`src/rtl/mips_ni_bridge.sv`:
```
// Network interface bridge between a MIPS core and a NoC router.
// Outgoing words are queued as flits; incoming flits and local loopback words feed an RX queue.
module mips_ni_bridge #(
  parameter int unsigned DATA_W      = 32,
  parameter int unsigned DEST_W      = 2,
  parameter int unsigned NODE_ID     = 0,
  parameter int unsigned TX_DEPTH    = 4,
  parameter int unsigned RX_DEPTH    = 4,
  parameter bit          LOOPBACK_EN = 1'b1
) (
  input  logic                         clk,
  input  logic                         rst,
  input  logic                         proc_valid,
  input  logic [DEST_W-1:0]            dest_add,
  input  logic [DATA_W-1:0]            proc_data,
  output logic                         proc_ready_out,
  input  logic                         proc_ready_in,
  output logic                         data_valid,
  output logic [DATA_W-1:0]            wd_NI,
  output logic                         net_tx_valid,
  input  logic                         net_tx_ready,
  output logic [2*DEST_W+DATA_W-1:0]   net_tx_flit,
  input  logic                         net_rx_valid,
  output logic                         net_rx_ready,
  input  logic [2*DEST_W+DATA_W-1:0]   net_rx_flit,
  output logic                         err_misroute,
  output logic [15:0]                  tx_cnt,
  output logic [15:0]                  rx_cnt
);

  localparam int unsigned FW    = 2*DEST_W + DATA_W;
  localparam int unsigned TX_AW = $clog2(TX_DEPTH);
  localparam int unsigned RX_AW = $clog2(RX_DEPTH);
  localparam logic [DEST_W-1:0] NODE   = DEST_W'(NODE_ID);
  localparam logic [TX_AW:0]    TX_ONE = (TX_AW+1)'(1);
  localparam logic [RX_AW:0]    RX_ONE = (RX_AW+1)'(1);

  logic [FW-1:0]     tx_mem [TX_DEPTH];
  logic [DATA_W-1:0] rx_mem [RX_DEPTH];
  logic [TX_AW:0]    tx_wr, tx_rd;
  logic [RX_AW:0]    rx_wr, rx_rd;

  logic tx_full, tx_empty, rx_full, rx_empty;
  logic is_loop, rx_local;
  logic proc_fire, tx_push, tx_pop;
  logic net_fire, rx_push_net, rx_push_loop, rx_push, rx_pop;
  logic [DEST_W-1:0] rx_dest;
  logic [DATA_W-1:0] rx_din;

  // Extra pointer MSB distinguishes full from empty when the low bits match.
  assign tx_full  = (tx_wr[TX_AW] != tx_rd[TX_AW]) && (tx_wr[TX_AW-1:0] == tx_rd[TX_AW-1:0]);
  assign tx_empty = (tx_wr == tx_rd);
  assign rx_full  = (rx_wr[RX_AW] != rx_rd[RX_AW]) && (rx_wr[RX_AW-1:0] == rx_rd[RX_AW-1:0]);
  assign rx_empty = (rx_wr == rx_rd);

  assign rx_dest  = net_rx_flit[FW-1 -: DEST_W];
  assign rx_local = (rx_dest == NODE);
  assign is_loop  = LOOPBACK_EN && (dest_add == NODE);

  assign net_rx_ready   = !rx_full;
  assign net_tx_valid   = !tx_empty;
  assign net_tx_flit    = tx_mem[tx_rd[TX_AW-1:0]];
  assign data_valid     = !rx_empty;
  assign wd_NI          = rx_mem[rx_rd[RX_AW-1:0]];

  // A network flit arriving this cycle owns the RX write port, so loopback yields.
  assign proc_ready_out = is_loop ? (!rx_full && !(net_rx_valid && net_rx_ready)) : !tx_full;

  assign proc_fire    = proc_valid && proc_ready_out && !rst;
  assign tx_push      = proc_fire && !is_loop;
  assign tx_pop       = net_tx_valid && net_tx_ready && !rst;
  assign net_fire     = net_rx_valid && net_rx_ready && !rst;
  assign rx_push_net  = net_fire && rx_local;
  assign rx_push_loop = proc_fire && is_loop;
  assign rx_push      = rx_push_net || rx_push_loop;
  assign rx_pop       = data_valid && proc_ready_in && !rst;
  assign rx_din       = rx_push_net ? net_rx_flit[DATA_W-1:0] : proc_data;

  always_ff @(posedge clk) begin
    if (tx_push) tx_mem[tx_wr[TX_AW-1:0]] <= {dest_add, NODE, proc_data};
    if (rx_push) rx_mem[rx_wr[RX_AW-1:0]] <= rx_din;
  end

  always_ff @(posedge clk) begin
    if (rst) begin
      tx_wr        <= '0;
      tx_rd        <= '0;
      rx_wr        <= '0;
      rx_rd        <= '0;
      err_misroute <= 1'b0;
      tx_cnt       <= '0;
      rx_cnt       <= '0;
    end else begin
      if (tx_push) tx_wr <= tx_wr + TX_ONE;
      if (tx_pop) begin
        tx_rd  <= tx_rd + TX_ONE;
        tx_cnt <= tx_cnt + 16'd1;
      end
      if (rx_push) rx_wr <= rx_wr + RX_ONE;
      if (rx_pop) begin
        rx_rd  <= rx_rd + RX_ONE;
        rx_cnt <= rx_cnt + 16'd1;
      end
      if (net_fire && !rx_local) err_misroute <= 1'b1;
    end
  end

endmodule

```
`config.mk`:
```
export PLATFORM = sky130hd
export DESIGN_NAME = mips_ni_bridge
export DESIGN_NICKNAME = d
export VERILOG_FILES = /design/src/rtl/mips_ni_bridge.sv
export SDC_FILE = /design/constraint.sdc
export NUM_CORES = 1
export LEC_CHECK = 0
export CAP_MARGIN = 20
export CORE_MARGIN = 1
export CORE_UTILIZATION = 50
export CTS_CLUSTER_DIAMETER = 50
export DETAILED_ROUTE_END_ITERATION = 10
export HOLD_SLACK_MARGIN = 0.05
export PLACE_DENSITY = 0.74
export SLEW_MARGIN = 40
export SYNTH_ARGS = -nofsm -noshare
export SYNTH_HDL_FRONTEND = slang
export SYNTH_SLANG_ARGS = --single-unit
```
`constraint.sdc`:
```
create_clock -name clk -period 7.92 [get_ports clk]
set_input_delay 1.584 -clock clk [delete_from_list [all_inputs] [get_ports clk]]
set_output_delay 1.584 -clock clk [all_outputs]
set_load 0.02 [all_outputs]
```
==> impl_metrics.ini, run 1 <==
[logic_synthesis]
synth_flop_cell = edfxtp_1
ys_seq_elements = 313
synth_cells = 659
synth-async-reset-ratio_pct = 0
yosys-mux-area-fraction_pct = 15.6
syn_area_um2 = 12300
yosys_warnings = 0
synth-compound-area-share_pct = 3.27
synth.distinct_cells = 43
synth_area_per_cell_um2 = 18.7
synth-edff-count = 264
synth_top_family_by_area = multiplexers
synth_fa_ha_area_share_pct = 1.22
ys_seq_area_share_pct = 72.2
synthXorXnorAreaFrac_pct = 1.39
synthSimpleGateAreaFrac_pct = 4.65

[power_and_ir_drop]
p_leak_uw = 0.00497
peakVddDrop_v = 0.000136
powerDensity_nw_per_um2 = 248
p_total_uw = 3870

[drt]
drtAntennaViolNets = 0
drt_drc_violations_left = 0
dr.max_layer_used = met4
wl_um = 24900
wl_met1_um = 10400
viasPerCell = 5.64
wl_met2_um = 12300
vias = 6768
wl_per_cell_um = 20.8
firstDrtPassIters = 4
wl_met3_um = 1720
drt_iter0_markers = 335

[worst_setup_path]
cp-end-kind = output port
reg2reg_from = rx_wr[1]
crit_chain = clkdlybuf4s50_1 > or2_2 > o31ai_1 > clkdlybuf4s50_1
path_buf_inv = 2
worst-r2r-setup-slack_ns = 5.02
slowest_delay_ns = 0.65
cp.arrival_ns = 3.29
crit_top_cell = clkdlybuf4s50_1
cp-start-kind = input pin
slowest_stage = clkdlybuf4s50_1
worstSetupPathType = in -> out
crit_cells = 4
reg2reg_depth = 6
cp_top_family = buffers and inverters
worstReg2RegEnd = rx_mem[1][21]
crit_fanout = 6
crit_required_ns = 6.34

[floorplan]
start_util_pct = 50.9
die_h_um = 159
num_rows = 57
die_w_um = 159
dieArea_um2 = 25300
core-area_um2 = 24200
boundaryPins = 181

[sta]
post-route-period-util_pct = 61.6
finalHoldViolCount = 0
fmax_mhz = 205
final.setup.tns_ns = 0
skew_ns = 0.0208
slew_violations = 0
setup_viol = 0
worstMarginPinSlew_ns = 0.752
min_period_ns = 4.88
rsz0062_at_grt = no
slew_headroom_pct = 49.8

[placed_design]
dp_hpwl_um = 15300
placed_cells = 1133
port_buffers = 176
gp_congestion = 0.738

[global_route]
antenna_found_initial = 2
grt.overflow.total = 0
grt_usage_pct = 19.9
grt_pass1_wl_um = 38800
grt_max_degree = 54
grt_pass1_vias = 7071

[clock_tree]
cts_tree = yes
hold_buffers = 0
path_clk_slew_ns = 0.06
cts_inserted_buffers = 37
htreeDepth = 2
cts_num_sinks = 313
clk_latency_ns = 0.51
ctsResizeCount = 0
ctsRootBufferMaster = clkbuf_16
clk_path_buf_depth = 3
cts_post_setup_buffers_inserted = 0

[min_path]
worstHoldStart = rx_cnt[15]
hold_path.class = reg -> reg
hold_depth = 2
hold_end = rx_cnt[15]

[finish]
multi_input_area_um2 = 3310
drive_gt1_share_pct = 20.7
nets = 936
area.growth.synth_to_final_pct = 26.6
fillers = 1688
area.sequential_um2 = 8920
fin_cells = 1200

[outcome]
status = complete, no violations

[job]
max_cap_viol_count = 0
-- report_power, final --
group,switching (uW),internal [uW]
sequential,19.3,1820
clock,633,940
combinational,227,236
-- kinds of logic (layout without fill, tap and decap cells) --
family | count (synthesis) | in the layout
buf+inv | 45 | 259
xor+xnor | 17 | 17
compound gates | 67 | 67
other cells | 1 | 4
mux | 106 | 106
flops | 313 | 313
fa+ha+maj | 12 | 12
simple gates | 98 | 98
-- cell type report --
type / count / share of cell area, %
inverters: 11 / 0.264
multi-input cells: 302 / 21.2
flip-flops and latches: 313 / 57.1
well taps: 324 / 2.59
clock buffers: 45 / 6.18
repair buffers: 183 / 11.6
clock inverters: 20 / 1.11
diodes: 2 / 0.0320
-- cells in the mapped netlist, drive strengths merged, types with 4 or more instances --
master    n  area [um2]
and2      7        43.8
edfxtp  264        7930
o21ai    16        80.1
ha       12         150
nand3    10        50.1
xnor2     5        43.8
mux2i     7        70.1
or3      17         106
dfxtp    49         981
clkbuf   18        67.6
and3      4        25.0
mux2     33         372
nand2     6        22.5
nand4     5        31.3
xor2     12         128
a21oi    27         135
or4      12        90.1
buf      16        96.4
mux4     66        1490
and4      4        35.0
inv      11        41.3
o31ai    19         143
nor2     20        75.1
-- state kept, by name, indices dropped and copies added, names as in the netlist, 3 cells and up, named ones only --
| name | cells |
|---|---|
| rx_cnt | 16 |
| rx_rd | 3 |
| rx_mem | 128 |
| tx_rd | 3 |
| tx_wr | 3 |
| rx_wr | 3 |
| tx_mem | 136 |
| tx_cnt | 16 |
-- through the flow --
stage / utilization, % / instance area (um2) / worst slack [ns] / hold slack, ns
after floorplan: - / 12300 / 2.30 / 0.478
final: 64.4 / 15600 / 3.04 / 0.481
after global routing: 64.4 / 15600 / 2.95 / 0.513
after global placement: 59.5 / 14400 / 3.01 / 0.464
after CTS: 64.4 / 15600 / 3.02 / 0.484
after detailed placement: 59.7 / 14500 / 3.03 / 0.469
-- worst max-delay path by stage --
stage | start | endpoint | slack, ns
3_3_place_gp | dest_add[1] | proc_ready_out | 3.01
6_report | dest_add[1] | proc_ready_out | 3.04
2_1_floorplan | rst | rx_mem[3][0] | 2.30
3_5_place_dp | dest_add[1] | proc_ready_out | 3.03
4_1_cts | dest_add[1] | proc_ready_out | 3.02
5_1_grt | dest_add[1] | proc_ready_out | 2.95
-- routing by layer --
layer / GRT usage (%) / up-vias
li1: - / 3050
met1: 25.9 / 3443
met2: 33.8 / 228
met3: 4.77 / 47
met4: 5.24 / 0
met5: 0 / -
-- placed cells by master, fill, tap and decap left out, types with 8 or more instances in the layout --
master | synthesis | routed
xor2_1 | 9 | 9
clkbuf_16 | 0 | 37
nor2_1 | 20 | 20
buf_4 | 5 | 8
ha_1 | 12 | 12
o21ai_0 | 16 | 16
dfxtp_1 | 49 | 45
edfxtp_1 | 264 | 264
inv_1 | 11 | 11
o31ai_1 | 19 | 16
clkdlybuf4s50_1 | 0 | 175
mux2_2 | 33 | 33
clkinv_1 | 0 | 8
a21oi_1 | 27 | 27
or3_1 | 17 | 17
or4_1 | 12 | 12
nand3_1 | 10 | 10
mux4_2 | 66 | 66
-- worst register-to-register path: cells and delay by family, from the launching register on --
kind,cells,cell delay (ns)
flops,1,0.43
buf+inv,2,0.63
simple gates,2,0.71
xor+xnor,1,0.43
mux,1,0.43
Note: power is estimated with default switching activity, not from simulation.
==> inputs of run 2 (changes only) <==
==> constraint.sdc (replaced) <==
create_clock -name clk -period 4.8 [get_ports clk]
set_input_delay 0.96 -clock clk [delete_from_list [all_inputs] [get_ports clk]]
set_output_delay 0.96 -clock clk [all_outputs]
set_load 0.02 [all_outputs]
==> run 2 against run 1 <==
  * Combinational power rose by 58%
  * Largest power group unchanged
  * Final area rose by 0.27%
  * Count of clock-buffer cells in the layout rose by 9
  * Cell count fell by 0.17%
  * Largest cell class unchanged
  * Global-route usage rose by 0.82 points
  * Register-to-register slack got worse by 2.9 ns
  * Non-clock buffer count rose by 3
  * Sequential power rose by 67%
  * Highest routed layer is now met5
  * Critical path depth fell by 1
  * Flip-flop and latch count did not move
  * First-iteration DRC count rose by 41%
==> impl_metrics.ini, run 2 (same netlist as run 1, synthesis figures left out) <==
[drt]
drt_drc_violations_left = 0
firstDrtPassIters = 4
drt_iter0_markers = 471
viasPerCell = 5.68
wl_per_cell_um = 21.5
vias = 6799
drtAntennaViolNets = 0
wl_um = 25700

[sta]
skew_ns = 0.00995
min_period_ns = 3.71
fmax_mhz = 269
slew_headroom_pct = 46.8
final.setup.tns_ns = 0
slew_violations = 0
post-route-period-util_pct = 77.3
setup_viol = 0
finalHoldViolCount = 0
worstMarginPinSlew_ns = 0.797
rsz0062_at_grt = no

[power_and_ir_drop]
powerDensity_nw_per_um2 = 410
p_leak_uw = 0.00501
peakVddDrop_v = 0.000239
p_total_uw = 6420

[finish]
layout_common_cells = edfxtp_1 (264), clkdlybuf4s50_1 (175), mux4_2 (66)
largest_reg_flops = 136
final_common_cell = edfxtp_1
area.growth.synth_to_final_pct = 26.9
multi_input_area_um2 = 3300
nets = 938
area.sequential_um2 = 8920
n_antenna_cell = 0
drive_gt1_share_pct = 21.1
fillers = 1658

[worst_setup_path]
crit_required_ns = 3.84
slowest_delay_ns = 0.82
worstSetupPathType = reg -> out
cp-end-kind = output port
slowest_stage = dfxtp_2
cp.arrival_ns = 2.75
cp-start-kind = register
crit_fanout = 20
crit_chain = buf_4 > mux4_2 > clkdlybuf4s50_1

[clock_tree]
cts_tree = yes
ctsResizeCount = 0
cts_post_setup_buffers_inserted = 0
htreeDepth = 2
clk_latency_ns = 0.50
cts_inserted_buffers = 36
hold_buffers = 0
clk_path_buf_depth = 3
ctsRootBufferMaster = clkbuf_16
path_clk_slew_ns = 0.05
cts_num_sinks = 313

[floorplan]
die_h_um = 159
num_rows = 57
dieArea_um2 = 25300
core-area_um2 = 24200
start_util_pct = 50.9
boundaryPins = 181
die_w_um = 159

[global_route]
grt_pass1_vias = 7206
grt_max_degree = 54
antenna_found_initial = 2
grt_usage_pct = 20.7
grt_pass1_wl_um = 40000
grt.overflow.total = 0

[job]
max_cap_viol_count = 0

[placed_design]
dp_hpwl_um = 16000
port_buffers = 176
gp_congestion = 0.741

[min_path]
hold_path.class = reg -> reg

[outcome]
status = complete, no violations
run 2: cell count changes in the layout (fill, tap and decap cells not counted), sizes merged:
cell,previous run,this run
clkbuf,45,54
clkinvlp,4,0
clkinv,10,5
diode,2,0
inv,15,13
bufinv,2,1
buf,8,11
run 2: layer usage:
| metal | up-vias | global-route usage, % | share of wire (%) |
|---|---|---|---|
| met5 | - | 0 | 0.097 |
| met4 | 4 | 6.25 | 2.2 |
| met3 | 46 | 4.25 | 6.4 |
| met2 | 239 | 35.0 | 49 |
| met1 | 3463 | 27.3 | 42 |
| li1 | 3047 | - | - |
run 2: area by class of cell:
class                      instances  share of cell area, %
multi-input combinational        302                   21.1
tap                              324                   2.59
clock buffer                      54                   6.98
clock inverter                     8                  0.447
sequential                       313                   56.9
timing repair buffer             186                   11.7
inverter                          11                  0.263
run 2: stage by stage:
stage | std cells | cell area, um2 | setup slack (ns) | hold WS [ns] | utilization (%)
global route | 1198 | 15700 | 0.921 | 0.505 | 64.6
global placement | 1136 | 14500 | 1.12 | 0.466 | 59.6
floorplan | 660 | 12400 | 1.15 | 0.478 | -
detailed placement | 1136 | 14500 | 1.08 | 0.473 | 59.8
finish | 1198 | 15700 | 1.09 | 0.487 | 64.6
CTS | 1198 | 15700 | 1.00 | 0.490 | 64.6
run 2: path summary, 6_finish.rpt:
path	slack, ns	depth (start not counted)	end	from
setup reg to reg	2.13	5	rx_mem[0][13]	rx_wr[1]
setup / recovery	1.09	3	wd_NI[22]	register
hold reg to reg	0.49	2	rx_cnt[15]	rx_cnt[15]
hold / removal	0.49	2	rx_cnt[15]	rx_cnt[15]
run 2: power breakdown:
| group | switching, uW | internal, uW |
|---|---|---|
| clock | 986 | 1630 |
| combinational | 340 | 395 |
| sequential | 73.6 | 3000 |
| total | 1400 | 5020 |
run 2: critical path: cells and delay by family (launching register included):
kind / cells / cell delay, ns
buf+inv: 2 / 0.87
flops: 1 / 0.82
mux: 1 / 0.55
==> inputs of run 3 (changes only) <==
--- a/config.mk
+++ b/config.mk
@@ -7,11 +7,11 @@
 export LEC_CHECK = 0
 export CAP_MARGIN = 20
 export CORE_MARGIN = 1
-export CORE_UTILIZATION = 50
+export CORE_UTILIZATION = 49
 export CTS_CLUSTER_DIAMETER = 50
 export DETAILED_ROUTE_END_ITERATION = 10
 export HOLD_SLACK_MARGIN = 0.05
-export PLACE_DENSITY = 0.74
+export PLACE_DENSITY = 0.76
 export SLEW_MARGIN = 40
 export SYNTH_ARGS = -nofsm -noshare
 export SYNTH_HDL_FRONTEND = slang
==> constraint.sdc (replaced) <==
create_clock -name clk -period 3 [get_ports clk]
set_input_delay 0.6 -clock clk [delete_from_list [all_inputs] [get_ports clk]]
set_output_delay 0.6 -clock clk [all_outputs]
set_load 0.02 [all_outputs]
==> run 3 against run 2 <==
  * Wire length fell by 1.7%
  * Utilization is 0.16 points higher
  * Flip-flop and latch count unchanged
  * Die area rose by 2.0%
  * Highest routed layer unchanged
  * Largest power group unchanged
  * Total power is 57% higher
  * Via count barely moved
  * Critical endpoint is now wd_NI[4]
  * Clock power is 51% higher
  * Clock skew up 0.0038 ns
  * First-iteration DRC count shrank 19%
  * Hold slack lost 0.020 ns
==> impl_metrics.ini, run 3 (same netlist as run 1, synthesis figures left out) <==
[worst_setup_path]
worstSetupPathType = reg -> out
slowest_delay_ns = 0.58
reg2reg_depth = 5
slowest_stage = mux4_2
reg2reg_from = rx_wr[2]
worstReg2RegEnd = rx_mem[2][18]
path_buf_inv = 2
cp.arrival_ns = 2.30
crit_cells = 3
crit_chain = buf_4 > mux4_2 > clkdlybuf4s50_1
cp-end-kind = output port
crit_fanout = 12
crit_required_ns = 2.40
worst-r2r-setup-slack_ns = 0.98
cp-start-kind = register
cp_top_family = buffers and inverters

[floorplan]
dieArea_um2 = 25800
core-area_um2 = 24500
die_w_um = 161
start_util_pct = 50.3
boundaryPins = 181
num_rows = 57
die_h_um = 161

[sta]
slew_violations = 0
post-route-period-util_pct = 96.5
slew_headroom_pct = 48.9
rsz0062_at_grt = no
fin_ws_ns = 0.105
setup_viol = 0
fmax_mhz = 345
min_period_ns = 2.90
worstMarginPinSlew_ns = 0.759
finalHoldViolCount = 0
skew_ns = 0.0138
final.setup.tns_ns = 0

[power_and_ir_drop]
p_leak_uw = 0.00513
powerDensity_nw_per_um2 = 635
peakVddDrop_v = 0.000460

[drt]
drtAntennaViolNets = 0
wl_per_cell_um = 20.7
vias = 6793
drt_drc_violations_left = 0
viasPerCell = 5.56
wl_um = 25300
firstDrtPassIters = 4
drt_iter0_markers = 380

[min_path]
hold_end = tx_cnt[10]
hold_depth = 2
hold_path.class = in -> reg
worstHoldStart = rst

[global_route]
grt.overflow.total = 0
grt-busiest-layer = met2
grt_pass1_vias = 7038
antenna_found_initial = 1
use_met3_pct = 4.29
grt_usage_pct = 19.9
grt_max_degree = 35
use_met2_pct = 32.4
met1_usage_pct = 27.4
grt_pass1_wl_um = 39300

[clock_tree]
hold_buffers = 0
ctsRootBufferMaster = clkbuf_16
cts_num_sinks = 313
clk_latency_ns = 0.50
htreeDepth = 2
cts_tree = yes
path_clk_slew_ns = 0.06
clk_path_buf_depth = 3
cts_inserted_buffers = 34

[placed_design]
dp_hpwl_um = 16300
gp_congestion = 0.727
place_ws_ns = 0.172
port_buffers = 176

[outcome]
status = complete, no violations

[finish]
n_antenna_cell = 0
largest_reg_flops = 136
nets = 961
multi_input_area_um2 = 3320
area.growth.synth_to_final_pct = 28.7
fillers = 1730
final_common_cell = edfxtp_1
drive_gt1_share_pct = 23.2
layout_common_cells = edfxtp_1 (264), clkdlybuf4s50_1 (175), mux4_2 (66)
area.sequential_um2 = 8910
utilization_pct = 64.8

[job]
max_cap_viol_count = 0
[run 3: changes by cell type in the layout (fill, tap and decap cells not counted), sizes merged]
cell	previous run	this run
inv	13	12
clkbuf	54	41
clkinv	5	16
buf	11	36
clkinvlp	0	1
[run 3: final cells by class]
cell class | count | area share [%]
Timing Repair Buffer | 211 | 13.5
Multi-Input combinational cell | 302 | 20.9
Inverter | 11 | 0.260
Sequential cell | 313 | 56.1
Tap cell | 324 | 2.55
Clock buffer | 41 | 5.98
Clock inverter | 19 | 0.756
[run 3: metal layers]
metal  wire, um  up-vias  part of all wire (%)
li1           -     3085                     -
met1      10800     3429                    43
met2      12200      232                    48
met3       1710       45                   6.8
met4        546        2                   2.2
met5         13        -                 0.051
[run 3: metrics by stage]
step / instances / hold slack (ns) / instance area (um2) / total power (uW)
floorplan: 660 / 0.478 / 12400 / 5640
global placement: 1160 / 0.464 / 14800 / 6220
detailed placement: 1160 / 0.473 / 14800 / 6230
CTS: 1220 / 0.459 / 15900 / 10200
global route: 1221 / 0.481 / 15900 / 10400
finish: 1221 / 0.467 / 15900 / 10100
[run 3: worst max path at each step]
stage           startpoint        endpoint  slack, ns
2_1_floorplan          rst    rx_mem[3][0]       0.44
3_3_place_gp   dest_add[1]  proc_ready_out       0.21
3_5_place_dp   dest_add[1]  proc_ready_out       0.17
4_1_cts           tx_wr[1]  proc_ready_out       0.05
5_1_grt           register        wd_NI[4]       0.02
6_report          register        wd_NI[4]       0.10
[run 3: power breakdown]
group	internal (uW)	switching (uW)	leakage (uW)	total, uW
combinational	667	636	0.00182	1300
clock	2340	1600	0.000530	3940
sequential	4800	41.0	0.00278	4840
[run 3: repair_timing]
| action | in CTS | in global routing |
|---|---|---|
| resized for setup | 2 | 2 |
| setup endpoints to repair | 1 | 1 |
| buffers inserted | 0 | 1 |
| pin swaps | 0 | 1 |
